--- src/rtl/cdb_arbiter.sv ---
// -----------------------------------------------------------------------------
// cdb_arbiter
//
// Round-robin arbiter for the common data bus of an out-of-order core. Each
// functional unit that holds a completed result raises its valid bit together
// with its reservation-station tag and result value. One requester per cycle
// is granted (combinationally). Its tag/value are then broadcast, registered,
// one cycle later. Tag 0 is reserved: a tag-0 requester is still granted, so
// it can retire its request, but it is never broadcast. Instead a sticky
// error flag is raised.
//
// Optional feature (macro CDB_STATS_EN): two saturating 16-bit statistics
// counters. One counts broadcasts. The other counts cycles in which a grant
// was made while two or more requesters were competing.
//
// Ports
//   clk               in   single clock, rising-edge active
//   reset             in   asynchronous, active-high reset
//   in_req_valid      in   [N_REQ]        requester i holds a completed result
//   in_req_tag        in   [N_REQ*TAG_W]  tag of requester i at [i*TAG_W +: TAG_W]
//   in_req_val        in   [N_REQ*DATA_W] value of requester i at [i*DATA_W +: DATA_W]
//   in_CDB_stall      in   consumers cannot accept a broadcast this cycle
//   out_grant         out  [N_REQ]  combinational one-hot grant
//   out_CDB_broadcast out  registered one-cycle broadcast strobe
//   out_CDB_tag       out  [TAG_W]  registered broadcast tag (held when idle)
//   out_CDB_val       out  [DATA_W] registered broadcast value (held when idle)
//   out_err_tag0      out  sticky: a tag-0 request has been granted
//   out_bcast_cnt     out  [16] saturating broadcast count     (CDB_STATS_EN)
//   out_conflict_cnt  out  [16] saturating contended-grant count (CDB_STATS_EN)
// -----------------------------------------------------------------------------
module cdb_arbiter #(
    parameter int N_REQ  = 4,   // number of requesters, 2..8
    parameter int TAG_W  = 5,
    parameter int DATA_W = 32
) (
    input  logic                    clk,
    input  logic                    reset,
    input  logic [N_REQ-1:0]        in_req_valid,
    input  logic [N_REQ*TAG_W-1:0]  in_req_tag,
    input  logic [N_REQ*DATA_W-1:0] in_req_val,
    input  logic                    in_CDB_stall,
    output logic [N_REQ-1:0]        out_grant,
    output logic                    out_CDB_broadcast,
    output logic [TAG_W-1:0]        out_CDB_tag,
    output logic [DATA_W-1:0]       out_CDB_val,
    output logic                    out_err_tag0
`ifdef CDB_STATS_EN
    ,
    output logic [15:0]             out_bcast_cnt,
    output logic [15:0]             out_conflict_cnt
`endif
);

    localparam int PTR_W = (N_REQ > 1) ? $clog2(N_REQ) : 1;
    localparam logic [PTR_W-1:0] LAST_IDX = PTR_W'(N_REQ - 1);

    // ------------------------------------------------------------------
    // Unpack the flat request buses into per-requester arrays.
    // ------------------------------------------------------------------
    logic [TAG_W-1:0]  req_tag [N_REQ];
    logic [DATA_W-1:0] req_val [N_REQ];

    for (genvar g = 0; g < N_REQ; g++) begin : g_unpack
        assign req_tag[g] = in_req_tag[g*TAG_W +: TAG_W];
        assign req_val[g] = in_req_val[g*DATA_W +: DATA_W];
    end

    // ------------------------------------------------------------------
    // Round-robin pointer: index of the requester searched first.
    // ------------------------------------------------------------------
    logic [PTR_W-1:0] ptr;

    // (base + offset) mod N_REQ. Both operands are below N_REQ, so a single
    // conditional subtract is enough, even when N_REQ is not a power of two.
    function automatic logic [PTR_W-1:0] rr_index(input logic [PTR_W-1:0] base,
                                                  input int               offset);
        int sum;
        sum = int'(base) + offset;
        if (sum >= N_REQ) begin
            sum = sum - N_REQ;
        end
        return PTR_W'(sum);
    endfunction

    // ------------------------------------------------------------------
    // Grant selection (combinational).
    // The search is suppressed entirely during stall or reset. Nothing is
    // remembered across a stall: the grant always reflects the inputs of
    // the current cycle only.
    // ------------------------------------------------------------------
    logic [N_REQ-1:0] grant;
    logic             grant_any;
    logic [PTR_W-1:0] grant_idx;

    always_comb begin
        // NOTE: every output of this block is given a default first, so no
        //       path through the search can leave one unassigned (no latch).
        grant     = '0;
        grant_any = 1'b0;
        grant_idx = '0;
        if (!reset && !in_CDB_stall) begin
            for (int k = 0; k < N_REQ; k++) begin
                if (!grant_any && in_req_valid[rr_index(ptr, k)]) begin
                    grant_any = 1'b1;
                    grant_idx = rr_index(ptr, k);
                end
            end
            if (grant_any) begin
                grant[grant_idx] = 1'b1;
            end
        end
    end

    assign out_grant = grant;

    // Tag 0 is reserved and must never appear on the bus.
    logic grant_tag0;
    logic grant_bcast;

    assign grant_tag0  = grant_any && (req_tag[grant_idx] == '0);
    assign grant_bcast = grant_any && !grant_tag0;

    // ------------------------------------------------------------------
    // Pointer update: advance past the winner, wrapping to 0.
    // ------------------------------------------------------------------
    // NOTE: sequential state is assigned with non-blocking (<=) only, so
    //       every register samples the pre-edge values of its neighbours.
    always_ff @(posedge clk or posedge reset) begin
        if (reset) begin
            ptr <= '0;
        end else if (grant_any) begin
            ptr <= (grant_idx == LAST_IDX) ? '0 : grant_idx + 1'b1;
        end
    end

    // ------------------------------------------------------------------
    // Broadcast register.
    // The strobe is recomputed every cycle, so it is a one-cycle pulse per
    // grant. Tag and value load only on a real broadcast and hold otherwise.
    // Asynchronous reset clears the strobe immediately, so a broadcast that
    // is pending when reset asserts is dropped.
    // ------------------------------------------------------------------
    always_ff @(posedge clk or posedge reset) begin
        if (reset) begin
            out_CDB_broadcast <= 1'b0;
            out_CDB_tag       <= '0;
            out_CDB_val       <= '0;
        end else begin
            out_CDB_broadcast <= grant_bcast;
            if (grant_bcast) begin
                out_CDB_tag <= req_tag[grant_idx];
                out_CDB_val <= req_val[grant_idx];
            end
        end
    end

    // Sticky reserved-tag error; only reset clears it.
    always_ff @(posedge clk or posedge reset) begin
        if (reset) begin
            out_err_tag0 <= 1'b0;
        end else if (grant_tag0) begin
            out_err_tag0 <= 1'b1;
        end
    end

`ifdef CDB_STATS_EN
    // ------------------------------------------------------------------
    // Statistics. Both counters saturate at 16'hFFFF rather than wrap, so
    // a full counter reads as "at least this many".
    // The broadcast count steps on the same edge that raises the strobe.
    // ------------------------------------------------------------------
    logic contended;

    assign contended = grant_any && ($countones(in_req_valid) > 1);

    always_ff @(posedge clk or posedge reset) begin
        if (reset) begin
            out_bcast_cnt    <= '0;
            out_conflict_cnt <= '0;
        end else begin
            if (grant_bcast && (out_bcast_cnt != 16'hFFFF)) begin
                out_bcast_cnt <= out_bcast_cnt + 16'd1;
            end
            if (contended && (out_conflict_cnt != 16'hFFFF)) begin
                out_conflict_cnt <= out_conflict_cnt + 16'd1;
            end
        end
    end
`endif

endmodule
--- config.mk ---
export PLATFORM = sky130hd
export DESIGN_NAME = cdb_arbiter
export DESIGN_NICKNAME = d
export VERILOG_FILES = /design/src/rtl/cdb_arbiter.sv
export SDC_FILE = /design/constraint.sdc
export NUM_CORES = 1
export LEC_CHECK = 0
export CAP_MARGIN = 20
export CORE_UTILIZATION = 40
export CTS_CLUSTER_SIZE = 16
export DETAILED_ROUTE_END_ITERATION = 7
export PLACE_DENSITY = 0.91
export SLEW_MARGIN = 20
export SYNTH_ARGS = -nofsm -noshare
export SYNTH_HDL_FRONTEND = slang
export SYNTH_SLANG_ARGS = --single-unit
--- constraint.sdc ---
create_clock -name clk -period 4.4 [get_ports clk]
set_clock_uncertainty 0.05 [all_clocks]
set_input_delay 0.44 -clock clk [delete_from_list [all_inputs] [get_ports clk]]
set_output_delay 0.44 -clock clk [all_outputs]
set_load 0.01 [all_outputs]
==> impl_metrics.ini <==
[run_status]
status = finished, final reports clean

[timing]
maxSlewViolCount = 0
layout_setup_ws_ns = 1.080
slew_headroom = 0.4216
rsz0062_at_grt = no
hold_viol_final = 0
period_needed_ns = 3.320
tightest_slew_ns = 0.8663
finalCritPeriodShare = 0.7546
clock.fmax_ghz = 0.3012
tns_ns = 0
setup_violations = 0

[min_path]
hold_class = reg2reg

[global_route]
grt_pass1_wl_microns = 14950
gr-usage-met2 = 0.4559
grt_overflow = 0
grt_use_met1 = 0.2641
antenna_found_initial = 0
grtUsageMet3 = 0.08403
grt_pass1_vias = 3241
grt_busiest_layer = met2
grt_max_degree = 71
grt_usage = 0.2480

[cells_and_area]
fillers = 530
layout-drive-gt1-share = 0.1161
layout.nets = 672
areaGrowthSynthToFinish_pct = 68.11
antennaDiodeCount = 0

[routing]
drt_drc_violations_left = 0
wl_per_cell_microns = 16.15
vias = 3299
viasPerCell = 5.356
routed_wirelength_microns = 9947
firstDrtPassIters = 4
drt_iter0_drc = 81
drtAntennaViolNets = 0

[synth]
synth_top_area_share = 0.3361
synth-edff-count = 0
synth_most_common_cell = nand2_1
synth_top_cell_by_area = dfrtp_1
ys_types = 36
async_reset_ff_frac = 1.000
yosys_warnings = 0
yosys-top-cells-count = nand2_1 (76), dfrtp_1 (41), a211oi_1 (34), a31oi_1 (34), and2_1 (33)
ys_top_cells_by_area = dfrtp_1 (34%), mux2_4 (13%), nand2_1 (9.3%)
ys_seq_elements = 41
synthesis.area_sq_um = 3053
ys_seq_area_frac = 0.3361
synthesis.instances = 335
syn-num-nets = 490
syn_avg_cell_area_sq_um = 9.113
synthFlopType = dfrtp_1

[clock_tree]
clock_latency_ns = 0.28
cts_max_path_buffers = 2
cts_root_buffer = clkbuf_8
cts_buffers = 5
clk_pin_slew_worst_paths_ns = 0.07
postCtsResizedCells = 0
cts.sinks = 41
h-tree-depth = 2
cts_tree = built
cts_setup_buffers = 0
hold_buffers = 0

[die]
io_pins = 198
fp.dieH_microns = 89.37
die_area_sq_um = 7986
initial_core_util = 0.4165
rows = 31
die_w_microns = 89.37
core-area_sq_um = 7331

[power_and_ir_drop]
p_int_mw = 1.134
power_switching_mw = 0.5005
power_density_nw_per_um2 = 318.5
p_leak_nw = 2.065
switching_share = 0.3061
p_clk_frac = 0.178
power_mw = 1.635
peakVddDrop_uv = 166.2
p_comb_frac = 0.489
seq_power_share = 0.333

[worst_setup_path]
cp.required_ns = 3.91
startpoint_type = input port
worstPathArrival_ns = 2.83
cp_max_fo = 28
crit_type = in2out
setup.worst_path.end_class = primary output

[placed_design]
place_congestion = 0.7835
pre_cts_slack_ns = 0.9859
io_buffers = 197
dp_hpwl_microns = 7722

[flow_run]
maxCapViolCount = 0
==> final timing paths <==
check / slack (ns) / endpoint / cells past startpoint / from
max: 1.08 / out_grant[0] / 7 / in_req_valid[2]
min: 0.41 / out_err_tag0 / 1 / out_err_tag0
max reg2reg: 1.60 / out_CDB_val[18] / 8 / ptr[0]
min reg2reg: 0.41 / out_err_tag0 / 1 / out_err_tag0
max in group asynchronous: 3.08 / out_CDB_val[17] / 2 / reset
min in group asynchronous: 0.68 / out_CDB_val[26] / 2 / reset
==> flip-flops by register name, indices dropped and copies added, names as in the netlist <==
| signal | cells |
|---|---|
| out_CDB_broadcast | 1 |
| out_CDB_tag | 5 |
| out_CDB_val | 32 |
| out_err_tag0 | 1 |
| ptr | 2 |
==> critical path: stages <==
cell and delay [ns]:
clkdlybuf4s50_1 0.59, nor2b_1 0.24, nor3_2 0.08, o211ai_4 0.56, nand2_1 0.21, a21oi_1 0.15
clkdlybuf4s50_1 0.56
==> layout by cell type (no fill, tap or decap), types with 2 or more instances in the layout <==
| master | Yosys | routed |
|---|---|---|
| inv_2 | 3 | 4 |
| nand2_1 | 76 | 76 |
| nor2_1 | 9 | 9 |
| a211oi_1 | 34 | 34 |
| and2_1 | 33 | 33 |
| mux2_4 | 27 | 27 |
| a31oi_1 | 34 | 34 |
| inv_1 | 3 | 2 |
| mux2_2 | 7 | 7 |
| nor3_2 | 1 | 2 |
| a21oi_1 | 2 | 2 |
| buf_4 | 1 | 7 |
| dfrtp_1 | 41 | 41 |
| clkbuf_8 | 0 | 5 |
| clkdlybuf4s50_1 | 0 | 197 |
| or4_1 | 4 | 4 |
| o21ai_0 | 4 | 4 |
| mux2i_1 | 8 | 8 |
| mux4_2 | 2 | 2 |
| a21o_1 | 2 | 2 |
==> logic make-up after synthesis <==
group | after synthesis | share of synthesized area
AOI/OAI and AO/OA | 84 | 0.1922
buffers and inverters | 35 | 0.07090
and+or+nand+nor | 131 | 0.2012
muxes | 44 | 0.1996
DFF | 41 | 0.3361
==> power groups by stage <==
stage | Sequential [mW] | Clock, mW | Combinational (mW)
after detailed placement | 0.548 | 0 | 0.800
after CTS | 0.544 | 0.298 | 0.803
after global placement | 0.546 | 0 | 0.776
final | 0.545 | 0.290 | 0.800
after global routing | 0.558 | 0.319 | 0.862
after floorplan | 0.588 | 0 | 0.345
==> through the flow <==
stage	utilization	hold WS, ns	instance area, sq um	std cells
after detailed placement	0.6860	0.3949	5029	609
after floorplan	-	0.4432	3053	335
after CTS	0.7001	0.4113	5132	616
after global routing	0.7001	0.4492	5132	616
after global placement	0.6860	0.4032	5029	609
final	0.7001	0.4129	5132	616
==> routing by layer <==
layer / wire length (microns) / vias up
li1: - / 1566
met1: 3690 / 1544
met2: 5059 / 162
met3: 906 / 27
met4: 290 / 0
met5: 0 / -
==> area by class of cell <==
class | instances | area, sq um | share of cell area
Multi-Input combinational cell | 259 | 1832 | 0.3569
Inverter | 6 | 22.52 | 0.004388
Clock inverter | 2 | 35.03 | 0.006826
Sequential cell | 41 | 1026 | 0.1999
Clock buffer | 5 | 68.82 | 0.01341
Tap cell | 99 | 123.9 | 0.02413
Timing Repair Buffer | 204 | 2024 | 0.3944
(Power assumes the default switching activity.)
